$ cat src/rtl/dds_cfg_pkg.sv
// Shared definitions for the DDS configuration frame parser: framing constants,
// waveform codes, parser state encoding and the checksum fold helper.
package dds_cfg_pkg;

  localparam logic [7:0] HEADER    = 8'hA5;
  localparam int         FRAME_LEN = 10;

  typedef enum logic [1:0] {
    SINE   = 2'd0,
    TRIANG = 2'd1,
    SQUARE = 2'd2
  } wave_e;

  typedef enum logic [1:0] {
    IDLE    = 2'd0,
    COLLECT = 2'd1,
    CHECK   = 2'd2
  } parse_state_e;

  // Frame checksum is a plain byte-wise XOR parity.
  function automatic logic [7:0] chk_fold(input logic [7:0] acc, input logic [7:0] b);
    return acc ^ b;
  endfunction

endpackage

$ cat src/rtl/dds_config_parser_byte_timeout.sv
// Inter-byte idle counter: counts enabled cycles without a byte and flags the
// cycle in which the silence reaches TIMEOUT_CYC.
module byte_timeout #(
  parameter int TIMEOUT_CYC = 1_250_000
) (
  input  logic sysclk,
  input  logic reset,
  input  logic clear,
  input  logic enable,
  output logic expired
);

  localparam int             CW   = $clog2(TIMEOUT_CYC + 1);
  localparam logic [CW-1:0]  LAST = CW'(TIMEOUT_CYC - 1);

  logic [CW-1:0] count_r;

  // Idle counter: restarts on every byte, wraps once the timeout has fired.
  always_ff @(posedge sysclk or negedge reset) begin
    if (!reset) begin
      count_r <= {CW{1'b0}};
    end else if (clear) begin
      count_r <= {CW{1'b0}};
    end else if (enable) begin
      count_r <= (count_r == LAST) ? {CW{1'b0}} : count_r + CW'(1);
    end else begin
      count_r <= count_r;
    end
  end

  assign expired = enable && !clear && (count_r == LAST);

endmodule

$ cat src/rtl/dds_config_parser.sv
// Parses 10-byte UART configuration frames and loads per-channel DDS settings
// (waveform, phase step, offset, amplitude) after checksum and range checks.
module dds_config_parser
  import dds_cfg_pkg::*;
#(
  parameter int N_CH        = 4,
  parameter int TIMEOUT_CYC = 1_250_000
) (
  input  logic                 sysclk,
  input  logic                 reset,
  input  logic [7:0]           rx_data,
  input  logic                 rx_valid,
  output logic [2*N_CH-1:0]    cfg_type,
  output logic [16*N_CH-1:0]   cfg_M,
  output logic [16*N_CH-1:0]   cfg_offset,
  output logic [16*N_CH-1:0]   cfg_amplitude,
  output logic [N_CH-1:0]      cfg_update,
  output logic                 frame_err,
  output logic [7:0]           err_count
);

  localparam logic [3:0] LAST_IDX = 4'(FRAME_LEN - 2);
  localparam logic [7:0] N_CH_B   = 8'(N_CH);

  parse_state_e state_r, state_s;
  logic [3:0]   idx_r;
  logic [7:0]   xor_r, ch_r, type_r;
  logic [15:0]  m_r, off_r, amp_r;
  logic         expired_s, accept_s, reject_s, frame_ok_s;

  byte_timeout #(.TIMEOUT_CYC(TIMEOUT_CYC)) u_timeout (
    .sysclk  (sysclk),
    .reset   (reset),
    .clear   (rx_valid),
    .enable  (state_r != IDLE),
    .expired (expired_s)
  );

  assign frame_ok_s = (rx_data == xor_r) && (ch_r < N_CH_B) && (type_r <= {6'd0, SQUARE});

  // Next-state and accept/reject decision.
  always_comb begin
    state_s  = state_r;
    accept_s = 1'b0;
    reject_s = 1'b0;
    case (state_r)
      IDLE: begin
        if (rx_valid && (rx_data == HEADER)) state_s = COLLECT;
        else                                 state_s = IDLE;
      end
      COLLECT: begin
        if (expired_s) begin
          state_s  = IDLE;
          reject_s = 1'b1;
        end else if (rx_valid && (idx_r == LAST_IDX)) begin
          state_s = CHECK;
        end else begin
          state_s = COLLECT;
        end
      end
      CHECK: begin
        if (expired_s) begin
          state_s  = IDLE;
          reject_s = 1'b1;
        end else if (rx_valid) begin
          state_s  = IDLE;
          accept_s = frame_ok_s;
          reject_s = !frame_ok_s;
        end else begin
          state_s = CHECK;
        end
      end
      default: state_s = IDLE;
    endcase
  end

  // Parser state register.
  always_ff @(posedge sysclk or negedge reset) begin
    if (!reset) state_r <= IDLE;
    else        state_r <= state_s;
  end

  // Field capture and running checksum while a frame is being collected.
  always_ff @(posedge sysclk or negedge reset) begin
    if (!reset) begin
      idx_r  <= 4'd0;
      xor_r  <= 8'd0;
      ch_r   <= 8'd0;
      type_r <= 8'd0;
      m_r    <= 16'd0;
      off_r  <= 16'd0;
      amp_r  <= 16'd0;
    end else if (state_r == IDLE && rx_valid && rx_data == HEADER) begin
      idx_r <= 4'd1;
      xor_r <= 8'd0;
    end else if (state_r == COLLECT && rx_valid) begin
      idx_r <= idx_r + 4'd1;
      xor_r <= chk_fold(xor_r, rx_data);
      case (idx_r)
        4'd1:    ch_r         <= rx_data;
        4'd2:    type_r       <= rx_data;
        4'd3:    m_r[15:8]    <= rx_data;
        4'd4:    m_r[7:0]     <= rx_data;
        4'd5:    off_r[15:8]  <= rx_data;
        4'd6:    off_r[7:0]   <= rx_data;
        4'd7:    amp_r[15:8]  <= rx_data;
        4'd8:    amp_r[7:0]   <= rx_data;
        default: idx_r        <= idx_r + 4'd1;
      endcase
    end else begin
      idx_r <= idx_r;
    end
  end

  // Output registers: only the addressed channel loads on an accepted frame.
  always_ff @(posedge sysclk or negedge reset) begin
    if (!reset) begin
      cfg_type      <= {(2*N_CH){1'b0}};
      cfg_M         <= {(16*N_CH){1'b0}};
      cfg_offset    <= {(16*N_CH){1'b0}};
      cfg_amplitude <= {(16*N_CH){1'b0}};
      cfg_update    <= {N_CH{1'b0}};
      frame_err     <= 1'b0;
      err_count     <= 8'd0;
    end else begin
      cfg_update <= {N_CH{1'b0}};
      frame_err  <= reject_s;
      for (int k = 0; k < N_CH; k++) begin
        if (accept_s && (ch_r == 8'(k))) begin
          cfg_type[2*k +: 2]       <= type_r[1:0];
          cfg_M[16*k +: 16]        <= m_r;
          cfg_offset[16*k +: 16]   <= off_r;
          cfg_amplitude[16*k +: 16] <= amp_r;
          cfg_update[k]            <= 1'b1;
        end
      end
      if (reject_s && (err_count != 8'hFF)) err_count <= err_count + 8'd1;
      else                                  err_count <= err_count;
    end
  end

endmodule

$ cat config.mk
export PLATFORM = sky130hd
export DESIGN_NAME = dds_config_parser
export DESIGN_NICKNAME = d
export VERILOG_FILES = /design/src/rtl/dds_cfg_pkg.sv /design/src/rtl/dds_config_parser_byte_timeout.sv /design/src/rtl/dds_config_parser.sv
export SDC_FILE = /design/constraint.sdc
export NUM_CORES = 1
export LEC_CHECK = 0
export BUFFER_PORTS_ARGS = -buffer_cell sky130_fd_sc_hd__buf_2
export CORE_ASPECT_RATIO = 1.2
export CORE_UTILIZATION = 45
export DETAILED_ROUTE_END_ITERATION = 8
export HOLD_SLACK_MARGIN = 0.08
export PLACE_DENSITY_LB_ADDON = 0.05
export SYNTH_ARGS = -nofsm -noshare
export SYNTH_HDL_FRONTEND = slang
export SYNTH_SLANG_ARGS = --single-unit
$ cat constraint.sdc
create_clock -name sysclk -period 4.6 [get_ports sysclk]
set_input_delay 0.92 -clock sysclk [delete_from_list [all_inputs] [get_ports sysclk]]
set_output_delay 0.92 -clock sysclk [all_outputs]
set_load 0.05 [all_outputs]
==> impl_summary.md, run 1 <==
Power
The switching power is approximately 1400 µW. Combinational logic is responsible for around 5.4% of the overall power. The clock network fraction of total power is 44.6%. VDD sags by at most 0.302 mV.

The sequential group share of total power is 50.0%. The power per cell area is ~380 nW/µm². The static leakage power is 0.00816 µW.

The switching power as a share of total power is 23.2%. The internal portion of the total power is approximately 4500 µW.

Floorplan
The die covers 28900 µm². The floorplan has 67 rows. The width of the die is around 160 µm. The number of primary I/O pins is about 220. The floorplan step defined a core boundary enclosing 27800 µm². The floorplan step set the die height to 186 µm.

For this configuration, the core starts out at a cell density of 45.6%.

STA
For the final routed database, the setup TNS stands at 0 ns. After layout, the minimum clock period comes to between 2 and 3 ns. Based on the critical path, the design can be clocked at up to ~340 MHz. The final setup violation count is 0.

The number of hold violations in the final report came to 0. The final max-slew violation count is 0. Clock skew on the completed layout was measured at roughly 0.02 ns. The headroom to the max-slew limit is between 20% and 30%.

The fraction of the cycle the final worst path needs is 63.7%. Setup repair after global routing left no endpoint under its margin. For the pin with the worst max-slew slack, the measured transition is between 1 and 1.5 ns.

Global routing
Entering global routing, the biggest net connects between 90 and 100 pins. The initial antenna violation count is 0. The total grt overflow is 0. The number of global-route vias before repair came to approximately 8000. In the global route stage, overall resource usage came out at between 20% and 30%. The first global-routing pass estimated 47000 µm of wire.

Logic synthesis
The synthesized design spends more area on one cell type than any other, namely sky130_fd_sc_hd__dfrtp_1. In the synthesized netlist the dominant register cell turns out to be sky130_fd_sc_hd__dfrtp_1. The number of unique standard cell types used by synthesis is 55.

The number of instances in the synthesized netlist is 896. The area share of the largest cell type after synthesis is around 60%. The async set-or-reset flop fraction in the synthesized netlist is between 90% and 100%.

The Yosys step of the flow raised 0 warnings. Synthesis produced a netlist with a net count of 917. The mean post-synth cell area is roughly 14 µm². Summing every instance area after synthesis gives 12700 µm².

The count of flip-flops with a built-in enable after synthesis is 0. The part of the Yosys area used for sequential elements is approximately three fifths. The number of flip-flops and latches in the synthesized netlist is 312.

By area the synthesized netlist is led by sky130_fd_sc_hd__dfrtp_1 61%, sky130_fd_sc_hd__mux2_2 23%, sky130_fd_sc_hd__nand2_1 1.4%.

CTS
In this run the post-CTS setup repair buffer count came out at 0. In this run, CTS created clock tree buffers numbering 34. The number of resized instances in the post-cts repair step is 0. The clock sink total is roughly 310. CTS built an H-tree with a depth of 2.

The worst-skew pair later-pin latency is between 0.5 and 0.6 ns. The CTS tree is done. The clock tree root driver cell is sky130_fd_sc_hd__clkbuf_16.

The post-cts hold buffer count is 0. The clock-pin slew on the worst setup and hold paths is ~0.06 ns. Counting along the longest clock path gives a buffer depth of 3.

Routing
The number of nets still failing antenna checks after routing is 0. For this block, the routed nets add up to around 30000 µm of wire. After detailed routing, the average wire length per cell comes to between 15 and 20 µm. The length of the first detailed-routing pass in iterations is 5. The number of DRC violations after detailed routing is 0. Across all layers, the routed design uses around 8000 vias. In the routed layout, each cell is associated on average with a via count of around 5.2. The number of design-rule violations left by the first detailed-router iteration is 332.

Setup path
The slowest library cell on the worst path is sky130_fd_sc_hd__and4_2. At the worst endpoint, the required time is 4.98 ns. In this run the worst path has a maximum fanout of 32. Broken down by cell family, the worst path's largest delay share belongs to simple AND/OR/NAND/NOR gates.

The sort of element at the start of the critical path is a register. For this run, the slowest stage of the critical path takes about 0.66 ns. STA classifies the critical path endpoint as a register. The critical path arrival is roughly 3.3 ns. The critical path goes through nor4_1 > nand4_1 > nor3_1 > and4_2 > buf_12 > mux2_2.

The buffering stage count on the worst path with inverters included is 1. The critical path is of the register to register type.

Placement
Buffers placed on the I/O ports in this run total 223. The placement-stage cell area is between 10000 and 15000 µm². The placer's final routability congestion estimate is 0.799. Summed over all nets, the half-perimeter wirelength after detailed placement is ~20000 µm.

The instance count after placement with tap cells included is 1464.

Cells and area
The post-route cell area is roughly 15000 µm². Leaving out fill and tap cells, the most frequent cell in the layout is sky130_fd_sc_hd__dfrtp_1. The area growth from synthesis to layout is 20.3%. The post-route netlist has between 40 and 50% of its cells at a drive strength greater than 1. Leaving out fill and tap cells, the most frequent cells in the layout are 312 x sky130_fd_sc_hd__dfrtp_1, 255 x sky130_fd_sc_hd__mux2_2, 222 x sky130_fd_sc_hd__buf_2, 48 x sky130_fd_sc_hd__nand2_1, 35 x sky130_fd_sc_hd__clkbuf_16. 0 antenna diodes ended up in the layout.

The final net count is between 1000 and 1500. The post-layout instance count excluding filler cells is 1523.

Outcome
The run finished with clean final reports.

Flow run
Across the run, the number of max-cap violations was 0.

Hold path
The class of the tightest hold or removal check is primary input to asynchronous set/reset pin.
==> flip-flops by register name, indices dropped and copies added, names as in the netlist, 16 cells and up <==
| signal | flops |
|---|---|
| u_timeout.count_r | 21 |
| amp_r | 16 |
| cfg_offset | 64 |
| m_r | 16 |
| cfg_M | 64 |
| cfg_amplitude | 64 |
| off_r | 16 |
==> final cells by class <==
class / count / area, µm²
fillers: 2396 / 12600
repair buffers: 234 / 1250
multi-input cells: 527 / 4630
inverters: 12 / 45.0
clock inverters: 6 / 36.3
clock buffers: 53 / 1030
well taps: 379 / 474
flip-flops and latches: 312 / 7810
==> final timing paths <==
path	start	end	slack [ns]	cells after the start
hold / removal	reset	u_timeout.count_r[16]	0.45	1
min in group sysclk	cfg_M[43]	cfg_M[43]	0.49	1
setup reg to reg	ch_r[7]	cfg_M[24]	1.67	6
max in group asynchronous	reset	cfg_M[35]	2.99	2
hold reg to reg	cfg_M[43]	cfg_M[43]	0.49	1
setup / recovery	ch_r[7]	cfg_M[24]	1.67	6
==> metrics by stage <==
| step | hold slack [ns] | util [%] | power [µW] | worst slack (ns) |
|---|---|---|---|---|
| floorplan | 0.458 | - | 3140 | 1.83 |
| global placement | 0.468 | 51.0 | 3290 | 1.15 |
| detailed placement | 0.474 | 51.0 | 3300 | 1.14 |
| CTS | 0.489 | 54.9 | 5940 | 1.65 |
| global route | 0.506 | 54.9 | 6100 | 1.49 |
| finish | 0.454 | 54.9 | 5860 | 1.67 |
==> metal layers <==
layer  routed length (µm)  part of all wire, %  vias up  GRT usage, %
li1                     -                    -     3665             -
met1                13000                   44     4080          27.6
met2                14500                   49      181          34.9
met3                 1540                  5.2       41          4.56
met4                  491                  1.7        0          5.45
met5                    0                    0        -             0
==> cell usage after synthesis (2+ instances only) <==
cell type / instances
sky130_fd_sc_hd__ha_1: 10
sky130_fd_sc_hd__nor4_2: 3
sky130_fd_sc_hd__nor4_1: 8
sky130_fd_sc_hd__a31oi_1: 6
sky130_fd_sc_hd__inv_1: 12
sky130_fd_sc_hd__mux2i_1: 5
sky130_fd_sc_hd__mux2_2: 255
sky130_fd_sc_hd__nand4b_1: 2
sky130_fd_sc_hd__or4_1: 2
sky130_fd_sc_hd__or3_2: 2
sky130_fd_sc_hd__nand3b_1: 2
sky130_fd_sc_hd__and3_1: 7
sky130_fd_sc_hd__a32oi_1: 2
sky130_fd_sc_hd__nand2_1: 48
sky130_fd_sc_hd__nor3_1: 6
sky130_fd_sc_hd__nor4b_1: 2
sky130_fd_sc_hd__a211oi_1: 3
sky130_fd_sc_hd__nor4bb_1: 2
sky130_fd_sc_hd__and4_1: 3
sky130_fd_sc_hd__nor2b_1: 3
sky130_fd_sc_hd__o21ai_0: 13
sky130_fd_sc_hd__o211ai_1: 2
sky130_fd_sc_hd__clkbuf_1: 18
sky130_fd_sc_hd__nor2_1: 26
sky130_fd_sc_hd__and2_1: 5
sky130_fd_sc_hd__a21oi_1: 22
sky130_fd_sc_hd__buf_2: 19
sky130_fd_sc_hd__mux2_1: 7
sky130_fd_sc_hd__a22o_1: 4
sky130_fd_sc_hd__or3_1: 2
sky130_fd_sc_hd__buf_6: 6
sky130_fd_sc_hd__or2_2: 2
sky130_fd_sc_hd__nand3_1: 22
sky130_fd_sc_hd__dfrtp_1: 312
sky130_fd_sc_hd__xor2_1: 10
sky130_fd_sc_hd__nand4_1: 11
sky130_fd_sc_hd__xnor2_1: 10
sky130_fd_sc_hd__and4b_1: 4
sky130_fd_sc_hd__o2bb2ai_1: 2
==> kinds of logic after synthesis <==
logic type / after synthesis / share of synthesized area, %
DFF: 312 / 61.5
adders and majority gates: 10 / 0.985
buffers and inverters: 57 / 2.29
muxes: 267 / 23.6
and+or+nand+nor: 167 / 7.13
xor gates and xnor gates: 20 / 1.38
AOI/OAI and AO/OA: 63 / 3.09
==> power by group through the flow <==
| stage | clock network [µW] | registers, µW | logic (µW) |
|---|---|---|---|
| floorplan | 0 | 2950 | 199 |
| CTS | 2690 | 2930 | 323 |
| global route | 2790 | 2940 | 360 |
| finish | 2620 | 2930 | 318 |
| detailed placement | 0 | 2980 | 321 |
| global placement | 0 | 2980 | 316 |
Power figures use the tool's default switching activity.
==> inputs of run 2 (changes only) <==
--- a/config.mk
+++ b/config.mk
@@ -5,6 +5,7 @@
 export SDC_FILE = /design/constraint.sdc
 export NUM_CORES = 1
 export LEC_CHECK = 0
+export ABC_AREA = 1
 export BUFFER_PORTS_ARGS = -buffer_cell sky130_fd_sc_hd__buf_2
 export CORE_ASPECT_RATIO = 1.2
 export CORE_UTILIZATION = 45
==> constraint.sdc (replaced) <==
create_clock -name sysclk -period 2.9 [get_ports sysclk]
set_input_delay 0.58 -clock sysclk [delete_from_list [all_inputs] [get_ports sysclk]]
set_output_delay 0.58 -clock sysclk [all_outputs]
set_load 0.05 [all_outputs]
==> impl_summary.md, run 2 <==
Routing
The detail-routed via count per cell is between 4 and 5. Detailed routing inserted a total of approximately 11000 vias. The number of DRC violations after detailed routing is 0. The number of design-rule violations left by the first detailed-router iteration is 698. Once detail routing completed, the nets flagged for antenna violations numbered 0. The routed length per instance is 14.8 µm. Before antenna repair, the detailed router went through 5 iterations. The sum of routed wire length over all layers is 34000 µm.

STA
The peak clock frequency supported by timing is ~430 MHz. The number of hold violations in the final report is 0. The final max-slew violation count is 0. The post-route worst setup slack is around 0.55 ns. The final setup violation count is 0.

The headroom to the max-slew limit is a little under half. Hold is met by 0.0658 ns. Setup repair after global routing left no endpoint under its margin. The total negative slack for setup checks is 0 ns. The actual slew at the worst max-slew pin is 0.807 ns. The worst path needs roughly 2.3 ns of the cycle, external delays included. The maximum clock skew at final layout is roughly 0.0096 ns. Of the available clock period, the critical path in the final layout requires between 80% and 90%.

CTS
TritonCTS built the clock tree. The clock tree root driver cell is sky130_fd_sc_hd__clkbuf_16. The worst-skew pair later-pin latency is 0.51 ns. The tree built by TritonCTS fans out to between 300 and 400 sinks. After clock tree synthesis, the repair step resized 0 gates.

The post-cts hold buffer count is 0. The clock-pin slew on the worst setup and hold paths is roughly 0.060 ns. Post-CTS timing repair inserted 0 buffers for setup. The H-tree depth is 2. Counting along the longest clock path gives a buffer depth of 3. The TritonCTS buffer count is 34.

Setup path
The critical path arrival is around 2.8 ns. The startpoint identified for the worst register-to-register timing path is state_r[0]. STA classifies the critical path startpoint as a register.

For flop-to-flop paths, the worst setup slack is between 0.5 and 0.6 ns. Traced cell by cell, the critical path runs through inv_1 > ha_1 > nand2_1 > nor3_2 > nand4_4 > nand2_4 > inv_2 > nand2_2 > nand2_1 > nand2_1. In this design, the stage delay of the slowest critical-path cell is 0.60 ns. In this run the worst setup path begins at state_r[0]. Among the stages of the critical path, the cell type that occurs most often is sky130_fd_sc_hd__nand2_1. The required time of the critical path is around 3.3 ns.

The gate family responsible for the most delay along the worst path is simple AND/OR/NAND/NOR gates. Counting buffers and inverters, the worst setup path is 10 cells deep. Of all nets on the critical path, the largest fanout is 47. The kind of capture point of the worst setup path is a register.

The most critical setup path has its endpoint at off_r[12]. The reg-to-reg endpoint is off_r[12]. The slowest stage of the critical path is the sky130_fd_sc_hd__inv_2 cell.

The number of cell instances on the worst register-to-register path is 10. The buffering stage count on the worst path with inverters included is 2. The type of the worst setup path is register to register.

Cells and area
The largest registers in the layout are cfg_M: 64 flops, cfg_amplitude: 64 flops, cfg_offset: 64 flops. 0 antenna diodes ended up in the layout. The most common cell after layout, fill and taps aside is sky130_fd_sc_hd__nand2_1. The proportion of layout cells with a drive suffix above 1 is roughly 17%. The final net count is about 1900. The layout filler cell count is between 2000 and 3000. The library cells used most frequently in the layout, excluding fill and tap cells, are 438 x sky130_fd_sc_hd__nand2_1, 400 x sky130_fd_sc_hd__inv_1, 312 x sky130_fd_sc_hd__dfrtp_1, 222 x sky130_fd_sc_hd__buf_2, 165 x sky130_fd_sc_hd__o21ai_0. Relative to the synthesized area, the layout overhead comes to 20.2%.

Global routing
The number of global-route vias before repair was a little under 10000. The overall track demand over capacity in global routing is ~22%. The initial antenna violation count is 1.

Summed over all layers, the global routing overflow is 0. The maximum number of pins on one net before global-route repair is between 80 and 90. The wire length of the first global-routing pass is between 50000 and 60000 µm.

Hold path
The class of the tightest hold or removal check is primary input to asynchronous set/reset pin.

Placement
Routability-driven placement finished with a final weighted congestion of ~0.85. Prior to clock tree synthesis, the placed netlist has a worst setup slack of 0.272 ns. The number of buffers inserted by port buffering is 223.

The half-perimeter wire length of the detailed placement result is roughly 23000 µm.

Floorplan
The floorplan has 69 rows. The die is 161 µm wide. The placeable core area is slightly below 30000 µm².

The die extent in y is a little under 200 µm. ~220 I/O pins were placed. The initial core utilization is a little under half. The floorplan step defined a die boundary enclosing ~31000 µm².

Outcome
The flow ran to the end, and the final reports show no timing, DRC or antenna violations.

Flow run
The count of max-cap constraint violations is 0.

Power
The worst voltage drop across the vdd grid is between 0.4 and 0.5 mV. For this design the static power due to leakage is between 0.008 and 0.009 µW. Of the total power, combinational logic draws between 8 and 9%. In this run the power density over the cells is between 600 and 700 nW/µm². The internal power component is 7480 µW.

The sequential group share of total power is roughly 49%. For this design the total switching power over the nets is between 2000 and 3000 µW. The switching power as a share of total power is 26.4%.

The clock network accounts for 43.1% of the total power. Summing internal, switching and leakage power gives 10200 µW.

Logic synthesis
The mapped netlist covers about 14000 µm². The number of nets in the synthesized netlist is 1676. The part of the Yosys area used for sequential elements is roughly 57%. The synthesized netlist contains 35 unique library cells. The count of flip-flops with a built-in enable after synthesis is 0. The mean post-synth cell area is between 8 and 9 µm². The async set-or-reset flop fraction in the synthesized netlist is 100%. The most instantiated library cell after synthesis is sky130_fd_sc_hd__nand2_1. The number of instances in the synthesized netlist is 1655. The prevailing post-synth register cell is sky130_fd_sc_hd__dfrtp_1.

By count the netlist is led by 438 x sky130_fd_sc_hd__nand2_1, 400 x sky130_fd_sc_hd__inv_1, 312 x sky130_fd_sc_hd__dfrtp_1, 165 x sky130_fd_sc_hd__o21ai_0. The number of flip-flops and latches in the synthesized netlist is 312. After synthesis, the cell types taking the most area are sky130_fd_sc_hd__dfrtp_1 57%, sky130_fd_sc_hd__nand2_1 12%, sky130_fd_sc_hd__inv_1 11%. The area share of the largest cell type after synthesis is a little under three fifths. The Yosys step of the flow raised 0 warnings. The cell taking the most area after synthesis is sky130_fd_sc_hd__dfrtp_1.
## run 2: changes by cell type after synthesis, moves of 15 or more
| cell | change |
|---|---|
| sky130_fd_sc_hd__o21ai_0 | +152 |
| sky130_fd_sc_hd__inv_1 | +388 |
| sky130_fd_sc_hd__nor2_1 | +15 |
| sky130_fd_sc_hd__mux2_2 | -255 |
| sky130_fd_sc_hd__o21ai_1 | +65 |
| sky130_fd_sc_hd__nand3_1 | +43 |
| sky130_fd_sc_hd__nand2_1 | +390 |
## run 2: logic make-up (layout without fill, tap and decap cells)
| kind of cell | after synthesis | count (layout) | share of synthesized area, % |
|---|---|---|---|
| AO/OA/AOI/OAI | 257 | 257 | 9.60 |
| XOR/XNOR | 9 | 9 | 0.576 |
| adder cells (fa/ha/maj) | 10 | 10 | 0.914 |
| buffers and inverters | 468 | 719 | 13.4 |
| flip-flops | 312 | 312 | 57.1 |
| AND/OR/NAND/NOR | 599 | 599 | 18.5 |
## run 2: power groups by stage
stage                     Combinational (µW)  Sequential [µW]  Clock (µW)
after floorplan                          568             4850           0
after global placement                   848             5010           0
after detailed placement                 856             5010           0
after CTS                                859             4930        4500
after global routing                     993             4970        4680
final                                    848             4930        4380
## run 2: worst min path at each step
| stage | start | end | slack (ns) |
|---|---|---|---|
| after floorplan | reset | amp_r[0] | 0.28 |
| after global placement | type_r[2] | type_r[2] | 0.45 |
| after detailed placement | type_r[4] | type_r[4] | 0.46 |
| after CTS | reset | cfg_amplitude[24] | 0.1 |
| after global routing | reset | cfg_amplitude[24] | 0.12 |
| final | reset | cfg_amplitude[24] | 0.07 |
## run 2: through the flow
| stage | utilization, % | cells | area [µm²] |
|---|---|---|---|
| final | 55.2 | 2296 | 16400 |
| after global routing | 55.2 | 2296 | 16400 |
| after global placement | 51.4 | 2234 | 15300 |
| after CTS | 55.2 | 2296 | 16400 |
| after floorplan | - | 1655 | 13700 |
| after detailed placement | 51.4 | 2234 | 15300 |
## run 2: per-layer routing
layer / global-route usage [%] / up-vias / share of wire [%]
met2: 35.9 / 218 / 47
met1: 31.4 / 4997 / 48
met3: 3.40 / 47 / 3.8
met4: 5.95 / 2 / 1.8
li1: - / 5448 / -
met5: 0 / - / 0.038
## run 2: cell type report
| class | instances | area, µm² | area share [%] |
|---|---|---|---|
| Clock buffer | 48 | 1010 | 6.12 |
| Clock inverter | 14 | 128 | 0.776 |
| Inverter | 412 | 1550 | 9.42 |
| Multi-Input combinational cell | 875 | 4050 | 24.6 |
| Sequential cell | 312 | 7810 | 47.5 |
| Tap cell | 390 | 488 | 2.97 |
| Timing Repair Buffer | 245 | 1420 | 8.61 |
